<file path="config.mk">
export PLATFORM = sky130hd
export DESIGN_NAME = alu_op_issue_flat
export DESIGN_NICKNAME = d
export VERILOG_FILES = /design/src/rtl/alu_op_issue_if.sv /design/src/rtl/alu_op_issue.sv /design/src/flat_wrapper.sv
export SDC_FILE = /design/constraint.sdc
export NUM_CORES = 1
export LEC_CHECK = 0
export CELL_PAD_IN_SITES_DETAIL_PLACEMENT = 2
export CELL_PAD_IN_SITES_GLOBAL_PLACEMENT = 2
export CORE_MARGIN = 2
export CORE_UTILIZATION = 20
export CTS_CLUSTER_DIAMETER = 30
export DETAILED_ROUTE_END_ITERATION = 16
export GPL_ROUTABILITY_DRIVEN = 0
export PLACE_DENSITY_LB_ADDON = 0.08
export SLEW_MARGIN = 20
export SYNTH_ARGS = -nofsm -noshare
export SYNTH_HDL_FRONTEND = slang
export SYNTH_SLANG_ARGS = --single-unit
</file>
<file path="constraint.sdc">
create_clock -name clk -period 2.2 [get_ports clk]
set_clock_uncertainty 0.1 [all_clocks]
set_input_delay 0.44 -clock clk [delete_from_list [all_inputs] [get_ports clk]]
set_output_delay 0.44 -clock clk [all_outputs]
set_load 0.05 [all_outputs]
</file>
<file path="src/rtl/alu_op_issue_if.sv">
// Issue-stage bus between the fetch/register-read side and the ALU side.
// The master drives instructions in and consumes issued operands. The slave is
// the issue stage itself.
interface alu_op_issue_if #(
  parameter int WIDTH = 32,
  parameter int CNT_W = 16
) ();
  logic             in_valid;
  logic             in_ready;
  logic [31:0]      instr;
  logic [WIDTH-1:0] pc;
  logic [WIDTH-1:0] rs1_data;
  logic [WIDTH-1:0] rs2_data;
  logic             flush;
  logic             out_valid;
  logic             out_ready;
  logic [3:0]       alu_ctrl;
  logic [WIDTH-1:0] op_a;
  logic [WIDTH-1:0] op_b;
  logic             is_branch;
  logic             br_invert;
  logic             illegal;
  logic [CNT_W-1:0] illegal_count;

  modport slave (
    input  in_valid, instr, pc, rs1_data, rs2_data, flush, out_ready,
    output in_ready, out_valid, alu_ctrl, op_a, op_b, is_branch, br_invert,
           illegal, illegal_count
  );

  modport master (
    output in_valid, instr, pc, rs1_data, rs2_data, flush, out_ready,
    input  in_ready, out_valid, alu_ctrl, op_a, op_b, is_branch, br_invert,
           illegal, illegal_count
  );
endinterface

</file>
<file path="src/rtl/alu_op_issue.sv">
// RV32I decode/issue stage: turns an instruction and its register operands
// into an ALU control code plus A/B operands, held in a one-entry pipeline
// register. It also keeps a saturating count of illegal instructions.
//
// Handshake: a transfer happens on a rising edge where valid && ready are both
// high. in_ready = !out_valid || out_ready, so the register accepts a new
// entry when it is empty or when its current entry drains on the same edge.
// While out_valid && !out_ready, every output holds bit-stable.
module alu_op_issue #(
  parameter int WIDTH = 32,
  parameter int CNT_W = 16
) (
  input logic           clk,
  input logic           rst_n,
  alu_op_issue_if.slave bus
);

  typedef enum logic [3:0] {
    ALU_ADD  = 4'b0000,
    ALU_SUB  = 4'b0001,
    ALU_AND  = 4'b0010,
    ALU_OR   = 4'b0011,
    ALU_XOR  = 4'b0100,
    ALU_SLT  = 4'b0101,
    ALU_SRL  = 4'b0110,
    ALU_SRA  = 4'b0111,
    ALU_SLL  = 4'b1000,
    ALU_SLTU = 4'b1001
  } alu_ctrl_e;

  localparam logic [6:0] OPC_OP     = 7'b0110011;
  localparam logic [6:0] OPC_OP_IMM = 7'b0010011;
  localparam logic [6:0] OPC_LUI    = 7'b0110111;
  localparam logic [6:0] OPC_AUIPC  = 7'b0010111;
  localparam logic [6:0] OPC_LOAD   = 7'b0000011;
  localparam logic [6:0] OPC_STORE  = 7'b0100011;
  localparam logic [6:0] OPC_BRANCH = 7'b1100011;
  localparam logic [6:0] F7_ZERO    = 7'b0000000;
  localparam logic [6:0] F7_ALT     = 7'b0100000;

  // Shared funct3 mapping for OP and OP-IMM. The alternate funct7 forms
  // (SUB/SRA) are resolved by the caller.
  function automatic alu_ctrl_e f3_ctrl(input logic [2:0] f3);
    case (f3)
      3'b000:  f3_ctrl = ALU_ADD;
      3'b001:  f3_ctrl = ALU_SLL;
      3'b010:  f3_ctrl = ALU_SLT;
      3'b011:  f3_ctrl = ALU_SLTU;
      3'b100:  f3_ctrl = ALU_XOR;
      3'b101:  f3_ctrl = ALU_SRL;
      3'b110:  f3_ctrl = ALU_OR;
      default: f3_ctrl = ALU_AND;
    endcase
  endfunction

  logic [6:0]  opcode;
  logic [2:0]  funct3;
  logic [6:0]  funct7;
  logic [31:0] i_imm, s_imm, u_imm, shamt;

  assign opcode = bus.instr[6:0];
  assign funct3 = bus.instr[14:12];
  assign funct7 = bus.instr[31:25];
  assign i_imm  = {{20{bus.instr[31]}}, bus.instr[31:20]};
  assign s_imm  = {{20{bus.instr[31]}}, bus.instr[31:25], bus.instr[11:7]};
  assign u_imm  = {bus.instr[31:12], 12'b0};
  assign shamt  = {27'b0, bus.instr[24:20]};

  alu_ctrl_e        d_ctrl;
  logic [WIDTH-1:0] d_a, d_b;
  logic             d_br, d_inv, d_ill;

  // Decode the incoming instruction. Illegal encodings collapse to an
  // all-zero payload with only the illegal flag set.
  always_comb begin
    d_ctrl = ALU_ADD;
    d_a    = '0;
    d_b    = '0;
    d_br   = 1'b0;
    d_inv  = 1'b0;
    d_ill  = 1'b0;
    case (opcode)
      OPC_OP: begin
        d_a    = bus.rs1_data;
        d_b    = bus.rs2_data;
        d_ctrl = f3_ctrl(funct3);
        if (funct7 == F7_ALT) begin
          if (funct3 == 3'b000)      d_ctrl = ALU_SUB;
          else if (funct3 == 3'b101) d_ctrl = ALU_SRA;
          else                       d_ill  = 1'b1;
        end else if (funct7 != F7_ZERO) begin
          d_ill = 1'b1;
        end
      end
      OPC_OP_IMM: begin
        d_a    = bus.rs1_data;
        d_b    = i_imm;
        d_ctrl = f3_ctrl(funct3);
        if (funct3 == 3'b001) begin
          d_b = shamt;
          if (funct7 != F7_ZERO) d_ill = 1'b1;
        end else if (funct3 == 3'b101) begin
          d_b = shamt;
          if (funct7 == F7_ALT)       d_ctrl = ALU_SRA;
          else if (funct7 != F7_ZERO) d_ill  = 1'b1;
        end
      end
      OPC_LUI: begin
        d_b = u_imm;
      end
      OPC_AUIPC: begin
        d_a = bus.pc;
        d_b = u_imm;
      end
      OPC_LOAD: begin
        d_a = bus.rs1_data;
        d_b = i_imm;
      end
      OPC_STORE: begin
        d_a = bus.rs1_data;
        d_b = s_imm;
      end
      OPC_BRANCH: begin
        d_a  = bus.rs1_data;
        d_b  = bus.rs2_data;
        d_br = 1'b1;
        case (funct3)
          3'b000:  begin d_ctrl = ALU_SUB;  d_inv = 1'b0; end
          3'b001:  begin d_ctrl = ALU_SUB;  d_inv = 1'b1; end
          3'b100:  begin d_ctrl = ALU_SLT;  d_inv = 1'b1; end
          3'b101:  begin d_ctrl = ALU_SLT;  d_inv = 1'b0; end
          3'b110:  begin d_ctrl = ALU_SLTU; d_inv = 1'b1; end
          3'b111:  begin d_ctrl = ALU_SLTU; d_inv = 1'b0; end
          default: d_ill = 1'b1;
        endcase
      end
      default: d_ill = 1'b1;
    endcase
    if (d_ill) begin
      d_ctrl = ALU_ADD;
      d_a    = '0;
      d_b    = '0;
      d_br   = 1'b0;
      d_inv  = 1'b0;
    end
  end

  logic             out_valid_q;
  logic [3:0]       ctrl_q;
  logic [WIDTH-1:0] a_q, b_q;
  logic             br_q, inv_q, ill_q;
  logic [CNT_W-1:0] cnt_q;
  logic             in_ready;
  logic             accept;

  assign in_ready = !out_valid_q || bus.out_ready;
  assign accept   = bus.in_valid && in_ready;

  // Pipeline register and illegal counter. Reset beats flush, and flush
  // beats accept. A flushed accept leaves payload and counter untouched.
  always_ff @(posedge clk) begin
    if (!rst_n) begin
      out_valid_q <= 1'b0;
      ctrl_q      <= '0;
      a_q         <= '0;
      b_q         <= '0;
      br_q        <= 1'b0;
      inv_q       <= 1'b0;
      ill_q       <= 1'b0;
      cnt_q       <= '0;
    end else if (bus.flush) begin
      out_valid_q <= 1'b0;
    end else if (accept) begin
      out_valid_q <= 1'b1;
      ctrl_q      <= d_ctrl;
      a_q         <= d_a;
      b_q         <= d_b;
      br_q        <= d_br;
      inv_q       <= d_inv;
      ill_q       <= d_ill;
      if (d_ill && (cnt_q != {CNT_W{1'b1}})) cnt_q <= cnt_q + CNT_W'(1);
    end else if (bus.out_ready) begin
      out_valid_q <= 1'b0;
    end
  end

  assign bus.in_ready      = in_ready;
  assign bus.out_valid     = out_valid_q;
  assign bus.alu_ctrl      = ctrl_q;
  assign bus.op_a          = a_q;
  assign bus.op_b          = b_q;
  assign bus.is_branch     = br_q;
  assign bus.br_invert     = inv_q;
  assign bus.illegal       = ill_q;
  assign bus.illegal_count = cnt_q;

endmodule

</file>
<file path="src/flat_wrapper.sv">
// flat-port wrapper written by rule: the top's interface ports become plain ports
module alu_op_issue_flat 
#(
  parameter int WIDTH = 32,
  parameter int CNT_W = 16
)
  (clk, rst_n, bus_in_valid, bus_instr, bus_pc, bus_rs1_data, bus_rs2_data, bus_flush, bus_out_ready, bus_in_ready, bus_out_valid, bus_alu_ctrl, bus_op_a, bus_op_b, bus_is_branch, bus_br_invert, bus_illegal, bus_illegal_count);
  alu_op_issue_if #(.WIDTH(WIDTH), .CNT_W(CNT_W)) bus_i ();
  input logic clk;
  input logic rst_n;
  input wire logic [$bits(bus_i.in_valid)-1:0] bus_in_valid;
  input wire logic [$bits(bus_i.instr)-1:0] bus_instr;
  input wire logic [$bits(bus_i.pc)-1:0] bus_pc;
  input wire logic [$bits(bus_i.rs1_data)-1:0] bus_rs1_data;
  input wire logic [$bits(bus_i.rs2_data)-1:0] bus_rs2_data;
  input wire logic [$bits(bus_i.flush)-1:0] bus_flush;
  input wire logic [$bits(bus_i.out_ready)-1:0] bus_out_ready;
  output wire logic [$bits(bus_i.in_ready)-1:0] bus_in_ready;
  output wire logic [$bits(bus_i.out_valid)-1:0] bus_out_valid;
  output wire logic [$bits(bus_i.alu_ctrl)-1:0] bus_alu_ctrl;
  output wire logic [$bits(bus_i.op_a)-1:0] bus_op_a;
  output wire logic [$bits(bus_i.op_b)-1:0] bus_op_b;
  output wire logic [$bits(bus_i.is_branch)-1:0] bus_is_branch;
  output wire logic [$bits(bus_i.br_invert)-1:0] bus_br_invert;
  output wire logic [$bits(bus_i.illegal)-1:0] bus_illegal;
  output wire logic [$bits(bus_i.illegal_count)-1:0] bus_illegal_count;
  assign bus_i.in_valid = bus_in_valid;
  assign bus_i.instr = bus_instr;
  assign bus_i.pc = bus_pc;
  assign bus_i.rs1_data = bus_rs1_data;
  assign bus_i.rs2_data = bus_rs2_data;
  assign bus_i.flush = bus_flush;
  assign bus_i.out_ready = bus_out_ready;
  assign bus_in_ready = bus_i.in_ready;
  assign bus_out_valid = bus_i.out_valid;
  assign bus_alu_ctrl = bus_i.alu_ctrl;
  assign bus_op_a = bus_i.op_a;
  assign bus_op_b = bus_i.op_b;
  assign bus_is_branch = bus_i.is_branch;
  assign bus_br_invert = bus_i.br_invert;
  assign bus_illegal = bus_i.illegal;
  assign bus_illegal_count = bus_i.illegal_count;
  alu_op_issue #(.WIDTH(WIDTH), .CNT_W(CNT_W)) u_core (.clk(clk), .rst_n(rst_n), .bus(bus_i));
endmodule
</file>
==> impl_metrics.ini <==
[clocking]
clk_latency_ns = 0.35
clkSlewWorstSetupHoldPaths_ns = 0.06
clockBufferDepth = 2
cts_htree_levels = 3
cts_made_buffers = 9
clock_sinks = 88
cts_tree = done
cts-root-buf = clkbuf_16
postCtsHoldBufs = 0

[critical_path]
startpoint_type = input pin
worstPathCellList = buf_6, or4b_4, a311oi_2, buf_4, nor3_2, or3_4, buf_6, o31ai_2, and2_1
critPathBufInv = 3
crit_top_cell = buf_6
path_delay_family = simple AND/OR/NAND/NOR gates
crit_required_ns = 2.38
worstPathMaxFanout = 5
slowest_stage = or4b_4
worstSetupEndpointType = flop
cpPeakStageDelay_ns = 0.56
critPathKind = input pin to flop
critical_path_arrival_ns = 2.53

[timing]
setup_viol = 66
fin_tns_setup_ns = -5.20
fin_crit_sh = 1.06
period_needed_ns = 2.34
fmax_ghz = 0.427
slew_viol_final = 0
relSlewSlack = 0.617
layout_setup_ws_ns = -0.141
fin_hold_ws_ns = 0.368
hold_viol = 0
rsz0062_at_grt = yes
max_slew.worst_pin.slew_ns = 0.573

[pwr]
vdd_drop_max_v = 0.000379
combPwrFrac = 0.230
totalPowerFinal_uw = 4050
power_density_nw_per_um2 = 482
switching_share = 0.284
p_int_uw = 2900
p_sw_uw = 1150
power.share.sequential = 0.406
p_leak_uw = 0.00304
p_clk_frac = 0.364

[synth]
ys_types = 49
syn-num-nets = 643
ys_seq_elements = 88
synth_top_area_share = 0.404
synthTopCellsByArea = dfxtp_1, a221oi_1, a21boi_2, a22oi_1, nand2_1
yosys_warnings = 0
synth_edf_count = 0
ys_seq_area_frac = 0.404
syn_area_um2 = 4360
syn_inst = 509
yosys.area.top_type = dfxtp_1
postSynthAreaPerCell_um2 = 8.57
yosys_most_used_dff = dfxtp_1
ys_async_sr_fraction = 0

[route]
antenna_left = 0
drt-total-wl_um = 21000
vias_per_cell = 4.76
avgRoutedWirePerCell_um = 19.7
drc = 0
drt_iter0_drc = 106
drt_first_pass_iters = 4
vias = 5077

[global_routing]
grt.overflow.total = 0
grt_use_total = 0.178
grt_start_max_net_pins = 50
grt_pass1_vias = 5531
busiest_layer = met2
grt_pass1_wl_um = 31300
met1_usage = 0.215
antenna_found_initial = 1
grtUsageMet2 = 0.318
grt.met3_usage = 0.0389

[floorplanning]
io_pins = 222
die_h_um = 152
rows = 54
start_util = 0.202
core_um2 = 21600
die_area_um2 = 23000
die_x_um = 152

[placed_design]
hpwl_um = 14600
port_buffers = 221
place_area_um2 = 7240
place_inst = 1023

[layout]
fin_cells = 1066
final_cell_mix = clkdlybuf4s50_1, dfxtp_1, nand2_1, buf_4, nor2_1
final-seq-area_um2 = 1760
final_common_cell = clkdlybuf4s50_1
fillers = 2327
design_area_um2 = 8410
syn_to_final_growth_pct = 92.7
multi_input_area_um2 = 2860
finish.net_count = 914
drive_gt1_frac = 0.262

[outcome]
outcome = finished with violations
violations = negative setup slack

[hold_path]
worstHoldPathType = flop to flop

[job]
drv_cap = 0
-- power by group through the flow --
stage                     Combinational (uW)  Clock, uW  Sequential [uW]
after floorplan                          195          0             1800
after global placement                   752          0             1680
after detailed placement                 766          0             1680
after CTS                                919       1520             1650
after global routing                     989       1620             1650
final                                    931       1480             1650
-- worst min-delay path, stage by stage (launching register included) --
cell and delay, ns:
dfxtp_1 0.31, nand2_1 0.07, a21oi_2 0.05
-- flip-flops by register name, indices dropped and copies added (netlist names) --
| name | count |
|---|---|
| u_core.bus.alu_ctrl | 4 |
| u_core.bus.br_invert | 1 |
| u_core.bus.is_branch | 1 |
| u_core.bus.op_a | 32 |
| u_core.bus.op_b | 32 |
| u_core.bus.illegal_count | 16 |
| u_core.bus.illegal | 1 |
| u_core.bus.out_valid | 1 |
-- logic make-up (layout without fill, tap and decap cells) --
group / Yosys count / in the layout / synth area share
AND/OR/NAND/NOR: 197 / 197 / 0.219
AO/OA/AOI/OAI: 169 / 169 / 0.311
flip-flops: 88 / 88 / 0.404
buffers and inverters: 49 / 325 / 0.0525
multiplexers: 3 / 3 / 0.00688
XOR/XNOR: 2 / 2 / 0.00401
adder cells (fa/ha/maj): 1 / 1 / 0.00287
other: 0 / 1 / 0
-- cell usage after synthesis, types with 10 or more instances --
cell type and n:
dfxtp_1 88, nand2_1 58, nor2_1 43, clkbuf_1 34, nor3_1 34, a221oi_1 32
a22oi_1 31, a21o_1 26, a21boi_2 21, a21boi_0 12, and2_1 10
-- layer usage --
layer  vias up  part of all wire
met2       147              0.51
met5         -                 0
met4         0             0.012
li1       2414                 -
met3        15             0.062
met1      2501              0.42
-- through the flow --
| stage | utilization | worst slack (ns) |
|---|---|---|
| after floorplan | - | -0.153 |
| after global placement | 0.335 | -0.733 |
| after detailed placement | 0.335 | -0.834 |
| after CTS | 0.382 | -0.163 |
| after global routing | 0.389 | -0.200 |
| final | 0.389 | -0.141 |
-- path summary, 6_finish.rpt --
| path | depth (start not counted) | slack [ns] | from | endpoint |
|---|---|---|---|---|
| worst max-delay path | 9 | -0.14 | bus_instr[12] | u_core.bus.br_invert$_SDFFE_PN0P_ |
| worst min-delay path | 2 | 0.37 | u_core.bus.alu_ctrl[2]$_SDFFE_PN0P_ | u_core.bus.alu_ctrl[2]$_SDFFE_PN0P_ |
| worst max register to register | 9 | -0.03 | u_core.bus.out_valid$_SDFFE_PP0P_ | u_core.bus.illegal_count[5]$_SDFFE_PN0P_ |
| worst min register to register | 2 | 0.37 | u_core.bus.alu_ctrl[2]$_SDFFE_PN0P_ | u_core.bus.alu_ctrl[2]$_SDFFE_PN0P_ |
-- repair_timing --
action,CTS,global route
resized for setup,139,53
cloned,9,0
pin swaps,59,37
setup buffers,16,7
endpoints found under the setup margin,88,95
-- cell type report --
type	count	share of cell area
clock inverters	4	0.00357
multi-input cells	372	0.340
repair buffers	305	0.373
flip-flops and latches	88	0.210
well taps	280	0.0417
clock buffers	12	0.0293
inverters	4	0.00179
diodes	1	0.000298
Note: power is estimated with default switching activity, not from simulation.
